===== src/rtl/mode_seq_pkg.sv =====
`default_nettype none
// +--------------------------------------------------------------------------+
// | mode_seq_pkg: FSM state type, clog2 helper and default mode-code table.   |
// | Revision 1.0                                                              |
// +--------------------------------------------------------------------------+
package mode_seq_pkg;

  typedef enum logic [1:0] {
    ST_IDLE = 2'd0,
    ST_HELD = 2'd1,
    ST_LONG = 2'd2
  } seq_state_e;

  localparam logic [5:0] DEFAULT_MODE_TABLE = {2'b11, 2'b01, 2'b00};

  // Never returns less than 1 so single-value counters still get a real bit.
  function automatic int unsigned clog2(input int unsigned value);
    int unsigned result;
    result = 0;
    while ((32'd1 << result) < value) result = result + 1;
    return (result == 0) ? 1 : result;
  endfunction

endpackage
`default_nettype wire


===== src/rtl/mode_sequencer_debouncer.sv =====
`default_nettype none
// +--------------------------------------------------------------------------+
// | button_debouncer: 2-flop synchroniser plus counter debounce with          |
// | rise/fall strobes active in the cycle before the level flips. Rev 1.0     |
// +--------------------------------------------------------------------------+
module button_debouncer
  import mode_seq_pkg::*;
#(
  parameter int unsigned DEBOUNCE_CYCLES = 250000
) (
  input  logic clk,
  input  logic rst,
  input  logic din,
  output logic dout,
  output logic rise,
  output logic fall
);

  localparam int unsigned CNT_W = clog2(DEBOUNCE_CYCLES);

  logic             sync1_q, sync1_d;
  logic             sync2_q, sync2_d;
  logic             level_q, level_d;
  logic [CNT_W-1:0] cnt_q, cnt_d;
  logic             flip;

  always_comb begin
    sync1_d = din;
    sync2_d = sync1_q;
    level_d = level_q;
    cnt_d   = '0;
    flip    = 1'b0;
    // Counter only runs while the synced input disagrees with the level.
    if (sync2_q != level_q) begin
      if (cnt_q == CNT_W'(DEBOUNCE_CYCLES - 1)) begin
        flip    = 1'b1;
        level_d = sync2_q;
      end else begin
        cnt_d = cnt_q + 1'b1;
      end
    end
  end

  always_ff @(posedge clk or negedge rst) begin
    if (!rst) begin
      sync1_q <= 1'b0;
      sync2_q <= 1'b0;
      level_q <= 1'b0;
      cnt_q   <= '0;
    end else begin
      sync1_q <= sync1_d;
      sync2_q <= sync2_d;
      level_q <= level_d;
      cnt_q   <= cnt_d;
    end
  end

  assign dout = level_q;
  assign rise = flip & sync2_q;
  assign fall = flip & ~sync2_q;

endmodule
`default_nettype wire


===== src/rtl/mode_sequencer.sv =====
`default_nettype none
// +--------------------------------------------------------------------------+
// | mode_sequencer: debounced button steps a table-mapped mode index.         |
// | MODE_SEQ_LONGPRESS_EN adds long-press return-to-home. Revision 1.0        |
// +--------------------------------------------------------------------------+
module mode_sequencer
  import mode_seq_pkg::*;
#(
  parameter int unsigned                   NUM_MODES         = 3,
  parameter int unsigned                   MODE_W            = 2,
  parameter logic [NUM_MODES*MODE_W-1:0]   MODE_TABLE        = DEFAULT_MODE_TABLE,
  parameter int unsigned                   DEBOUNCE_CYCLES   = 250000,
  parameter int unsigned                   LONG_PRESS_CYCLES = 50000000
) (
  input  logic                          clk,
  input  logic                          rst,
  input  logic                          button,
  input  logic                          lock,
  output logic [MODE_W-1:0]             mode,
  output logic [clog2(NUM_MODES)-1:0]   mode_idx,
  output logic                          mode_changed,
  output logic                          long_press
);

  localparam int unsigned IDX_W = clog2(NUM_MODES);

  logic level, rise, fall;
  logic step_evt, home_evt;

  logic [IDX_W-1:0]  idx_q, idx_d, idx_next;
  logic [MODE_W-1:0] mode_q, mode_d;
  logic              pend_q, pend_d;
  logic              mode_changed_q, mode_changed_d;
  logic              long_press_q, long_press_d;

  button_debouncer #(
    .DEBOUNCE_CYCLES (DEBOUNCE_CYCLES)
  ) u_debouncer (
    .clk  (clk),
    .rst  (rst),
    .din  (button),
    .dout (level),
    .rise (rise),
    .fall (fall)
  );

`ifdef MODE_SEQ_LONGPRESS_EN
  localparam int unsigned HOLD_W = clog2(LONG_PRESS_CYCLES);

  seq_state_e        state_q, state_d;
  logic [HOLD_W-1:0] hold_q, hold_d;
  logic              unused_ok;

  assign unused_ok = level;

  always_comb begin
    state_d  = state_q;
    hold_d   = hold_q;
    step_evt = 1'b0;
    home_evt = 1'b0;
    case (state_q)
      ST_IDLE: begin
        if (rise) begin
          state_d = ST_HELD;
          hold_d  = '0;
        end
      end
      ST_HELD: begin
        // A release on the threshold cycle still counts as a short press.
        if (fall) begin
          step_evt = 1'b1;
          state_d  = ST_IDLE;
        end else if (hold_q == HOLD_W'(LONG_PRESS_CYCLES - 1)) begin
          home_evt = 1'b1;
          state_d  = ST_LONG;
        end else begin
          hold_d = hold_q + 1'b1;
        end
      end
      ST_LONG: begin
        if (fall) state_d = ST_IDLE;
      end
      default: state_d = ST_IDLE;
    endcase
  end

  always_ff @(posedge clk or negedge rst) begin
    if (!rst) begin
      state_q <= ST_IDLE;
      hold_q  <= '0;
    end else begin
      state_q <= state_d;
      hold_q  <= hold_d;
    end
  end
`else
  logic unused_ok;

  assign step_evt  = rise;
  assign home_evt  = 1'b0;
  assign unused_ok = &{1'b0, fall, level, (LONG_PRESS_CYCLES > 0)};
`endif

  assign idx_next = (idx_q == IDX_W'(NUM_MODES - 1)) ? '0 : idx_q + 1'b1;

  always_comb begin
    idx_d          = idx_q;
    pend_d         = 1'b0;
    long_press_d   = 1'b0;
    mode_changed_d = pend_q;
    // Locked events are dropped outright rather than deferred.
    if (!lock) begin
      if (step_evt) begin
        idx_d  = idx_next;
        pend_d = 1'b1;
      end else if (home_evt) begin
        idx_d        = '0;
        long_press_d = 1'b1;
        pend_d       = (idx_q != '0);
      end
    end
    mode_d = MODE_TABLE[idx_d*MODE_W +: MODE_W];
  end

  always_ff @(posedge clk or negedge rst) begin
    if (!rst) begin
      idx_q          <= '0;
      mode_q         <= MODE_TABLE[MODE_W-1:0];
      pend_q         <= 1'b0;
      mode_changed_q <= 1'b0;
      long_press_q   <= 1'b0;
    end else begin
      idx_q          <= idx_d;
      mode_q         <= mode_d;
      pend_q         <= pend_d;
      mode_changed_q <= mode_changed_d;
      long_press_q   <= long_press_d;
    end
  end

  assign mode         = mode_q;
  assign mode_idx     = idx_q;
  assign mode_changed = mode_changed_q;
  assign long_press   = long_press_q;

endmodule
`default_nettype wire


===== config.mk =====
export PLATFORM = sky130hd
export DESIGN_NAME = mode_sequencer
export DESIGN_NICKNAME = d
export VERILOG_FILES = /design/src/rtl/mode_seq_pkg.sv /design/src/rtl/mode_sequencer_debouncer.sv /design/src/rtl/mode_sequencer.sv
export SDC_FILE = /design/constraint.sdc
export NUM_CORES = 1
export LEC_CHECK = 0
export CORE_MARGIN = 10
export CORE_UTILIZATION = 60
export DETAILED_ROUTE_END_ITERATION = 12
export GPL_TIMING_DRIVEN = 0
export PLACE_DENSITY = 0.82
export SLEW_MARGIN = 5
export SYNTH_ARGS = -nofsm -noshare
export SYNTH_HDL_FRONTEND = slang
export SYNTH_SLANG_ARGS = --single-unit

===== constraint.sdc =====
create_clock -name clk -period 5.76 [get_ports clk]
set_input_delay 0.864 -clock clk [delete_from_list [all_inputs] [get_ports clk]]
set_output_delay 0.864 -clock clk [all_outputs]
set_load 0.005 [all_outputs]

; ---- Yosys cells after proc, flatten, opt, wreduce, memory -nomap -nowiden
; Cells that the tools add are included.
[op_classes]
addsub = 2
n_eq_ne = 3
shift = 1
muxes = 9
bitwise_logic = 1
n_reduce_logical = 1
[op_table]
columns = operator, count
row1 = 2-to-1 mux 18 bit, 2
row2 = "adder 18 x 1 -> 18 bit, second input constant", 1
row3 = "== test 18 bit, second input constant", 1
row4 = 2-to-1 mux 2 bit, 3
row5 = "indexed part select 6 x 4 -> 2 bit, first input constant", 1
row6 = 2-to-1 mux 1 bit, 4
row7 = "adder 2 x 1 -> 2 bit, second input constant", 1
row8 = "== test 2 bit, second input constant", 1
row9 = AND reduction 2 bit, 1
row10 = AND 1 bit, 1
row11 = != test 1 bit, 1
[totals]
ff_bits = 27
in_bits = 4
out_inout_bits = 6
elab_cells = 25

; ---- Depth between registers and ports, before layout
[logic_depth]
ltp_word = 7
depth_mapped = 7
mapped_depth_nobuf = 7

; ---- Cells and area by module
; From an unflattened synthesis, not the netlist that was laid out.
[unflattened]
hier_cells = 117
area_unflattened_um2 = 1287.5
[by_module_without_submodules]
columns = mod, instances, cells_per_inst, area_each_um2, seq_area_each_um2
row1 = button_debouncer, 1, 99, 1018.5, 525.5
row2 = mode_sequencer, 1, 18, 269.0, 150.1

; ---- Worst setup path after synthesis
; OpenSTA, ideal clock, no wires.
[synth_timing]
path_kind = input-to-reg
startpoint = in lock
endpoint = reg mode_q[0], in the netlist mode[0]
arrival_ns = 1.916
slack_ns = 3.732
cell_stages = 6
n_path_buf = 0
cell_sequence = nor2_1 -> nand2_1 -> nor3_4 -> mux2_2 -> ha_1 -> inv_1
[synth_between]
elab_chain_cells = 2
[synth_lines]
columns = element, line
row1 = "start, declared", mode_sequencer.sv:18  ; input logic lock,
row2 = 2-to-1 mux 2 bit, mode_sequencer.sv:112  ; if (!lock) begin
row3 = indexed part select 6 x 4 -> 2 bit, mode_sequencer.sv:122  ; mode_d = MODE_TABLE[idx_d*MODE_W +: MODE_W];
row4 = via mode_d[0], mode_sequencer.sv:31  ; logic [MODE_W-1:0] mode_q, mode_d;
row5 = "end signal, assigned", mode_sequencer.sv:128  ; mode_q <= MODE_TABLE[MODE_W-1:0];
row6 = "end signal, assigned", mode_sequencer.sv:134  ; mode_q <= mode_d;
row7 = "end, declared", mode_sequencer.sv:31
; The timed path passes the listed nets, and every way through them passes these cells.
; A chain may end at the register's enable or synchronous reset.

; ---- Worst setup path after layout
[layout_timing]
startpoint = reg u_debouncer.cnt_q[0]
endpoint = reg mode_q[0], in the netlist mode[0]
[layout_between]
elab_chain_cells = 7
[layout_lines]
columns = element, line
row1 = "start, declared", mode_sequencer_debouncer.sv:24  ; logic [CNT_W-1:0] cnt_q, cnt_d;
row2 = "start signal, assigned", mode_sequencer_debouncer.sv:54  ; cnt_q <= cnt_d;
row3 = == test 18 bit, mode_sequencer_debouncer.sv:35  ; if (cnt_q == CNT_W'(DEBOUNCE_CYCLES - 1)) begin
row4 = 2-to-1 mux 1 bit, mode_sequencer_debouncer.sv:35
row5 = 2-to-1 mux 1 bit, mode_sequencer_debouncer.sv:34  ; if (sync2_q != level_q) begin
row6 = AND 1 bit, mode_sequencer_debouncer.sv:59  ; assign rise = flip & sync2_q;
row7 = 2-to-1 mux 2 bit, mode_sequencer.sv:113  ; if (step_evt) begin
row8 = 2-to-1 mux 2 bit, mode_sequencer.sv:112
row9 = indexed part select 6 x 4 -> 2 bit, mode_sequencer.sv:122
row10 = via mode_d[0], mode_sequencer.sv:31
; The timed path passes the listed nets, and every way through them passes these cells.

==> flow_summary.yaml <==
run_status:
  status: "finished, final reports clean"
synthesis:
  synth_top_family_by_area: "simple AND/OR/NAND/NOR gates"
  yosys-top-cells-count: "27 x dfrtp_1, 23 x nor2_1, 12 x xnor2_1"
  synth_top_area_share_pct: 52.0
  ys_seq_area_share_pct: 52.0
  yosysMostFrequentCell: "dfrtp_1"
  synth_fa_ha_area_share_pct: 1.93
  synth-compound-area-share_pct: 1.83
  synth_cell_type_count: 27
  synth_edf_count: 0
  syn-num-nets: 127
  yosys.area.top_type: "dfrtp_1"
  syn-cell-area_sq_mm: 0.00130
  synth_xor_area_share_pct: 10.8
  synthSimpleGateAreaFrac_pct: 24.6
  avgSynthCellArea_sq_um: 10.7
  synth_flop_cell: "dfrtp_1"
  synth_cells: 121
  synth.area.top_cells: "dfrtp_1 52%, xnor2_1 8.1%, nor2_1 6.6%, mux2_2 3.5%, nand3_1 2.7%"
  synthMuxAreaShare_pct: 4.24
  synth.ff_latch_count: 27
  yosysWarnings: 0
  ys_async_sr_fraction_pct: 100
hold_path:
  hold_path_depth: 0
  min_from: "mode_changed_d$_DFF_PN0_"
  hold_path.class: "register to register"
  hold_end: "mode_changed$_DFF_PN0_"
timing:
  hold_viol_final: 0
  worst_slew_pin_slew_ps: 1130
  setup_viol: 0
  slew_viol_final: 0
  rsz0062_at_grt: "no"
  post-route-period-util_pct: 38.2
  max_freq_mhz: 455
  fin_ws_ps: 3560
  clock_skew_ps: 2.93
  relSlewSlack_pct: 24.2
  min_period_ps: 2200
  fin_hold_ws_ps: 366
  finalSetupTns_ps: 0
detailed_routing:
  ant_nets: 0
  route.detailed.drc: 0
  vias: 855
  wl_per_cell_microns: 13.0
  first_pass_iters: 4
  dr.first_iter.drc_count: 15
  wl_met3_microns: 81
  via_per_inst: 5.34
  wl_met1_microns: 987
  topRoutingLayerUsed: "met4"
  drt-total-wl_mm: 2.09
  met2_length_microns: 992
global_route:
  grt_pass1_vias: 830
  grtUsageTotal_pct: 10.2
  grt_max_degree: 28
  antenna_found_initial: 0
  grt_pass1_wl_mm: 3.62
  overflow: 0
die:
  coreArea_sq_mm: 0.00200
  die_w_microns: 66.5
  fp.dieH_microns: 66.5
  rows: 16
  initial_core_util_pct: 64.9
  dieArea_sq_mm: 0.00443
  io_pins: 10
clock_network:
  cts_buffers: 3
  cts_tree: "done"
  cts_sinks: 27
  postCtsSetupRepairBufs: 0
  clock_latency_ps: 320
  clkTransAtPathRegs_ps: 140
  cts.path.max_buffers: 2
  hold_buffers: 0
  cts_htree_levels: 1
  post_cts_resized: 0
  root_buffer: "clkbuf_4"
finish:
  drive_gt1_share_pct: 15.0
  post-route-util_pct: 71.9
  fin_nets: 140
  n_antenna_cell: 0
  syn2layout_area_growth_pct: 10.9
  n_fill_cell: 138
critical_path:
  worstSetupPathType: "register to register"
  path_max_fanout: 5
  start_kind: "register"
  arrival_ps: 2430
  crit_required_ps: 6000
  cp-end-kind: "register"
  r2r_start: "u_debouncer.cnt_q[0]$_DFF_PN0_"
  reg2regPathDepth: 7
  r2r-end: "mode[0]$_DFF_PN0_"
  r2r_slack_ps: 3560
placement:
  pre_cts_slack_ps: 3240
  gp_congestion: 0.776
  io_buffers: 8
  dpl.hpwl_mm: 1.55
pwr:
  leakage_uw: 0.000620
  ir_drop_v: 0.000155
  power_uw: 288
  p_per_area_mw_per_mm2: 200
flow_run:
  drv_cap: 0
==> kinds of logic after synthesis <==
logic type / Yosys count
and+or+nand+nor: 57
muxes: 5
other: 1
DFF: 27
adders and majority gates: 2
buffers and inverters: 10
xor gates and xnor gates: 16
AOI/OAI and AO/OA: 3
==> flip-flops by register name, indices dropped and copies added (netlist names), named ones only <==
register	flops
u_debouncer.dout	1
u_debouncer.cnt_q	18
mode_changed_d	1
u_debouncer.sync2_q	1
u_debouncer.sync1_q	1
mode	2
mode_changed	1
==> final cells by class <==
type	count	area (sq um)	area share [%]
Buffer	4	33.8	2.35
Clock buffer	3	22.5	1.56
Clock inverter	1	5.00	0.348
Inverter	6	22.5	1.56
Multi-Input combinational cell	84	567	39.4
Sequential cell	27	676	46.9
Tap cell	27	33.8	2.35
Timing Repair Buffer	8	80.1	5.56
==> layer usage <==
layer  global-route usage [%]  vias to the layer above
li1                         -                      433
met2                     15.7                       11
met4                     4.19                        0
met5                        0                        -
met1                     13.4                      407
met3                     2.34                        4
==> through the flow <==
stage | area, sq um | cells
3_5_place_dp | 1410 | 156
5_1_grt | 1440 | 160
3_3_place_gp | 1410 | 156
6_report | 1440 | 160
4_1_cts | 1440 | 160
2_1_floorplan | 1300 | 121
==> worst max-delay path by stage <==
stage	from	endpoint	slack [ps]	cells past startpoint
6_report	u_debouncer.cnt_q[0]$_DFF_PN0_	mode[0]$_DFF_PN0_	3560	7
4_1_cts	u_debouncer.cnt_q[0]$_DFF_PN0_	mode[0]$_DFF_PN0_	3550	7
2_1_floorplan	lock	mode[0]$_DFF_PN0_	3730	6
5_1_grt	u_debouncer.cnt_q[0]$_DFF_PN0_	mode[0]$_DFF_PN0_	3420	7
3_3_place_gp	lock	mode[0]$_DFF_PN0_	3270	7
3_5_place_dp	lock	mode[0]$_DFF_PN0_	3240	7
==> worst max-delay path: stages, from the launching register on <==
cell,delay [ps]
dfrtp_1,410
ha_1,240
nand4_1,130
nand4b_2,310
nor3_4,330
mux2_2,380
ha_1,270
inv_1,40
==> power by group <==
part,switching (uW),internal (uW),leakage (uW)
Combinational,8.86,5.31,0.000232
Clock,54.5,26.0,0.0000177
Sequential,1.57,192,0.000370
==> layout by cell type, fill, tap and decap left out, types with 2 or more instances in the layout <==
cell | Yosys | layout
clkdlybuf4s50_1 | 0 | 8
xor2_1 | 4 | 4
buf_4 | 3 | 3
clkbuf_4 | 0 | 3
xnor2_1 | 12 | 12
nand4_1 | 4 | 4
mux2_2 | 4 | 4
ha_1 | 2 | 2
nor4_1 | 5 | 5
nor2_1 | 23 | 23
nor3_1 | 6 | 6
nand2_1 | 4 | 4
nand3_1 | 7 | 7
dfrtp_1 | 27 | 27
inv_1 | 6 | 6
No activity file was read; power rests on OpenSTA's default activity.
